`config.mk`:
```
export PLATFORM = sky130hd
export DESIGN_NAME = dmem_arbiter
export DESIGN_NICKNAME = d
export VERILOG_FILES = /design/src/rtl/dmem_arbiter.sv
export SDC_FILE = /design/constraint.sdc
export NUM_CORES = 1
export LEC_CHECK = 0
export ABC_CLOCK_PERIOD_IN_PS = 1750
export CAP_MARGIN = 10
export CORE_AREA = 2 2 164 166
export DETAILED_ROUTE_END_ITERATION = 6
export DIE_AREA = 0 0 166 168
export HOLD_SLACK_MARGIN = 0.02
export PLACE_DENSITY = 0.72
export REMOVE_ABC_BUFFERS = 1
export SYNTH_ARGS = -nofsm -noshare
export SYNTH_HDL_FRONTEND = slang
export SYNTH_SLANG_ARGS = --single-unit
```
`constraint.sdc`:
```
create_clock -name clk -period 1.75 [get_ports clk]
set_input_delay 0.35 -clock clk [delete_from_list [all_inputs] [get_ports clk]]
set_output_delay 0.35 -clock clk [all_outputs]
set_load 0.03 [all_outputs]
```
`src/rtl/dmem_arbiter.sv`:
```
// dmem_arbiter: two-port valid/ready arbiter sequencing one doubleword access at a time into a single-ported data memory.
// Define DMEM_ARB_ROUND_ROBIN_EN for round-robin arbitration; fixed priority (port 0 wins) otherwise.
module dmem_arbiter #(
    parameter int DATA_WIDTH = 64,
    parameter int ADDR_WIDTH = 6
) (
    input  logic                  clk,
    input  logic                  rst_n,
    input  logic                  p0_req_valid,
    output logic                  p0_req_ready,
    input  logic                  p0_req_write,
    input  logic [ADDR_WIDTH-1:0] p0_req_addr,
    input  logic [DATA_WIDTH-1:0] p0_req_wdata,
    output logic                  p0_rsp_valid,
    input  logic                  p0_rsp_ready,
    output logic [DATA_WIDTH-1:0] p0_rsp_rdata,
    output logic                  p0_rsp_err,
    input  logic                  p1_req_valid,
    output logic                  p1_req_ready,
    input  logic                  p1_req_write,
    input  logic [ADDR_WIDTH-1:0] p1_req_addr,
    input  logic [DATA_WIDTH-1:0] p1_req_wdata,
    output logic                  p1_rsp_valid,
    input  logic                  p1_rsp_ready,
    output logic [DATA_WIDTH-1:0] p1_rsp_rdata,
    output logic                  p1_rsp_err,
    output logic                  mem_write,
    output logic                  mem_read,
    output logic [ADDR_WIDTH-1:0] mem_addr,
    output logic [DATA_WIDTH-1:0] mem_wdata,
    input  logic [DATA_WIDTH-1:0] mem_rdata
);
    localparam int ALIGN_BITS = $clog2(DATA_WIDTH / 8);

    typedef enum logic [1:0] {IDLE, ACCESS, RESP} state_t;

    state_t                state, state_nxt;
    logic                  owner, wr, err, win, any_valid, req_hs, rsp_hs, misaligned;
    logic [ADDR_WIDTH-1:0] addr, sel_addr;
    logic [DATA_WIDTH-1:0] wdata, rdata, sel_wdata;

`ifdef DMEM_ARB_ROUND_ROBIN_EN
    logic last_grant;
    assign win = (p0_req_valid & p1_req_valid) ? ~last_grant : p1_req_valid;
`else
    assign win = ~p0_req_valid;
`endif

    // ready is gated by rst_n so both ports see ready=0 while reset is held
    assign any_valid    = p0_req_valid | p1_req_valid;
    assign p0_req_ready = rst_n & (state == IDLE) & any_valid & ~win;
    assign p1_req_ready = rst_n & (state == IDLE) & any_valid & win;
    assign req_hs       = p0_req_ready | p1_req_ready;
    assign sel_addr     = win ? p1_req_addr : p0_req_addr;
    assign sel_wdata    = win ? p1_req_wdata : p0_req_wdata;
    assign misaligned   = |sel_addr[ALIGN_BITS-1:0];
    assign rsp_hs       = owner ? p1_rsp_ready : p0_rsp_ready;
    assign mem_addr     = addr;
    assign mem_wdata    = wdata;
    assign p0_rsp_rdata = p0_rsp_valid ? rdata : '0;
    assign p1_rsp_rdata = p1_rsp_valid ? rdata : '0;
    assign p0_rsp_err   = p0_rsp_valid & err;
    assign p1_rsp_err   = p1_rsp_valid & err;

    always_comb begin
        state_nxt    = state;
        mem_read     = 1'b0;
        mem_write    = 1'b0;
        p0_rsp_valid = 1'b0;
        p1_rsp_valid = 1'b0;
        case (state)
            IDLE: if (req_hs) state_nxt = misaligned ? RESP : ACCESS;
            ACCESS: begin
                state_nxt = RESP;
                mem_read  = ~wr;
                mem_write = wr;
            end
            RESP: begin
                p0_rsp_valid = ~owner;
                p1_rsp_valid = owner;
                if (rsp_hs) state_nxt = IDLE;
            end
            default: state_nxt = IDLE;
        endcase
    end

    always_ff @(posedge clk or negedge rst_n) begin
        if (!rst_n) begin
            state <= IDLE;
            owner <= 1'b0;
            wr    <= 1'b0;
            err   <= 1'b0;
            addr  <= '0;
            wdata <= '0;
            rdata <= '0;
`ifdef DMEM_ARB_ROUND_ROBIN_EN
            last_grant <= 1'b1;
`endif
        end else begin
            state <= state_nxt;
            if (req_hs) begin
                owner <= win;
                wr    <= win ? p1_req_write : p0_req_write;
                addr  <= sel_addr;
                wdata <= sel_wdata;
                rdata <= '0;
                err   <= misaligned;
`ifdef DMEM_ARB_ROUND_ROBIN_EN
                last_grant <= win;
`endif
            end
            if (state == ACCESS && !wr) rdata <= mem_rdata;
        end
    end
endmodule

```
==> summary.txt <==
Outcome
  – Outcome: complete, but fails checks
  – Failing checks: setup timing

Placed design
  – Port bufs: 417
  – Post-DP HPWL: just over 20 mm
  – Placement Setup Slack: -188 ps
  – GPL Wtd Cong: 0.817

Final layout
  – Layout cells sized above 1: between 20% and 30%
  – Most frequent cells in the layout: clkdlybuf4s50_1, dfrtp_1, a22oi_1, nand2_1, buf_6
  – Layout area overhead: 79.8%
  – Fill count: about 2500
  – Nets: ~1400
  – Commonest non-fill, non-tap cell in the layout: clkdlybuf4s50_1
  – Finished Core Util: 50.7%

Worst setup path
  – Crit path max-delay family: buffers and inverters
  – WP depth: 5
  – Setup crit start kind: flip-flop
  – Reg2reg start: state[0]
  – CP Capture Type: primary output
  – Setup crit end: p0_rsp_rdata[51]
  – Reg2Reg Depth: 5
  – Crit path DAT: 1760 ps
  – R2r setup slk: -30 ps
  – CP Buf/Inv Count: 3
  – Critical Path Fanout Max: 16
  – Crit path max-delay cell type: dfrtp_1
  – CP required: around 1400 ps
  – FF-to-FF End: mem_addr[5]
  – Crit path cell chain: nor3b_4, buf_6, clkbuf_16, and2_1, buf_6
  – Critical path's most frequent cell: buf_6
  – Critical path class: flip-flop to primary output
  – Max incr delay on CP: 420 ps
  – Worst Setup SP: state[0]

Power and ir drop
  – Cell leakage power: between 5 and 6 nW
  – Switching portion of total power: between 40 and 50%
  – Clock share of power: ~20%
  – Psw: between 7 and 8 mW
  – Internal: between 10 and 15 mW
  – VDD IR max: about 0.00083 V
  – Flop pwr share: about a third
  – Power Density: 1360 nW/um^2
  – Gate power share: between 40% and 50%

Global route
  – GRT Util Overall: between 20% and 30%
  – Vias in the first global route: 7906
  – GRT Residual Overflow: 0
  – Initial antenna violation count: 3
  – Global-route wire length before repair: approximately 46 mm
  – Largest net degree at the start of global routing: roughly 120

Logic synthesis
  – Cell area after synthesis: 7440 sq um
  – Largest area contributor in the netlist: dfrtp_1
  – Post-Synthesis Cells: just under 800
  – Register area share after synthesis: between 40% and 50%
  – Synth cell types: 30
  – Top post-synthesis cells by area: dfrtp_1, a22oi_1, and2_1, a32oi_1, nand2_1
  – Post-Syn Area per Cell: about 9.4 sq um
  – Ys Warns: 0
  – Synth top area share: approximately 47%
  – Number of synthesized register bits: between 100 and 150

Drt
  – Routed length on met3: about 2.5 mm
  – Drt first pass iters: 5
  – Wire per inst: slightly above 20 um
  – Met1 Wirelength: 12.9 mm
  – Initial detailed-routing violation count: 633
  – Met2 routed WL: around 16 mm
  – ANT nets after route: 0
  – Residual DRC: 0
  – Final wirelength: around 32 mm
  – Max Used Layer: met5
  – Via count: 8102
  – Vias per std cell: just over 5

Floorplan
  – Row cnt: 60
  – Core area: 26400 sq um
  – DIE WIDTH: approximately 170 um
  – Die Span Y: ~170 um
  – DIE AREA: ~28000 sq um
  – Num ports: approximately 420
  – Initial Util: 28.2%

STA
  – Final worst slack: -356 ps
  – Slew at the pin closest to its max-slew limit: approximately 740 ps
  – Final Skew: around 12 ps
  – Fin crit share: 120%
  – Max Clk Rate: around 470 MHz
  – Hold Violations, Final: 0
  – Hold slack: a little over 70 ps
  – Setup TNS: -36690 ps
  – RSZ-0062 raised after global routing: yes
  – Setup violations, final: 137
  – Slew Limit Fails: 0
  – Clock period minus worst slack: around 2100 ps
  – Worst slew margin: between 50% and 60%

Worst hold path
  – Worst hold path type: input port to async pin

Clock tree
  – # H-tree levels: 4
  – Clk sinks: approximately 140
  – Clock transition at path regs: approximately 70 ps
  – Root buf cell: clkbuf_16
  – Worst-Skew Late Latency: around 410 ps
  – Total CTS buffers: 17
  – Clock Tree Buf Depth: 2
  – CTS tree: done

Flow run
  – Maxcap violations: 0
[logic make-up (layout without fill, tap and decap cells)]
kind of cell,after synthesis,after routing,share of synthesized area (%)
AO/OA/AOI/OAI,279,279,27.0
buffers and inverters,85,513,6.14
other,0,2,0
AND/OR/NAND/NOR,287,289,20.0
multiplexers,1,1,0.135
flip-flops,139,139,46.8
[power by group through the flow]
stage               logic, mW  clock network [mW]  registers (mW)
floorplan                2.89                   0            7.15
global placement         7.80                   0            6.04
detailed placement       7.93                   0            6.07
CTS                      8.01                3.83            6.04
global route             8.98                3.97            6.32
finish                   8.41                3.72            6.12
[what timing repair did]
| item | CTS | global route |
|---|---|---|
| buffers inserted | 6 | 4 |
| resized for setup | 203 | 38 |
| pin swaps | 12 | 11 |
| hold buffers | 1 | 0 |
| endpoints found under the hold margin | 6 | 0 |
| cloned | 4 | 13 |
| endpoints found under the setup margin | 231 | 201 |
[layout make-up]
class / instances / area, sq um / share of cell area [%]
multi-input cells: 569 / 3740 / 28.0
diodes: 2 / 5.00 / 0.0374
clock buffers: 19 / 443 / 3.31
repair buffers: 479 / 5110 / 38.2
flip-flops and latches: 139 / 3480 / 26.0
clock inverters: 13 / 156 / 1.17
inverters: 2 / 7.51 / 0.0561
well taps: 341 / 427 / 3.19
[state kept, by name, indices dropped and copies added (netlist names)]
signal / flops
wr: 1
state: 2
err: 1
mem_addr: 6
owner: 1
mem_wdata: 64
rdata: 64
[synth_stat cells (all sizes together)]
library cell / instances
and4bb: 2
nor3b: 5
nor2: 4
nand2: 132
nor3: 1
a31oi: 4
or3: 2
a22oi: 136
and3: 1
clkbuf: 40
or3b: 1
clkinv: 1
o221ai: 1
a2bb2oi: 1
nand2b: 2
and2: 131
nand3: 1
nor2b: 5
dfrtp: 139
mux2i: 1
buf: 43
o21ai: 69
inv: 1
a32oi: 68
[routing by layer]
layer	up-vias	global-route usage [%]
li1	3746	-
met1	3909	26.3
met2	413	34.3
met3	32	5.99
met4	2	5.78
met5	-	0
[per-stage QoR]
stage	instance area (sq um)	cells	power, mW
2_1_floorplan	6990	708	10.0
3_3_place_gp	11900	1503	13.8
3_5_place_dp	11900	1503	14.0
4_1_cts	13000	1545	17.9
5_1_grt	13400	1564	19.3
6_report	13400	1564	18.3
[worst min-delay path by stage]
stage	startpoint	to	slack [ps]	cells after the start
6_report	rst_n	mem_wdata[43]	70	2
5_1_grt	rst_n	mem_addr[0]	100	3
4_1_cts	rst_n	mem_wdata[1]	60	3
3_5_place_dp	rst_n	mem_addr[5]	330	2
3_3_place_gp	rst_n	mem_addr[5]	320	2
2_1_floorplan	rst_n	err	50	0
[worst reg2reg max path, stage by stage (launching register included)]
cell     delay [ps]
dfrtp_1         420
buf_4           210
or3b_4          500
buf_12          200
a22oi_1         200
o21ai_0         120
Power figures use the tool's default switching activity.
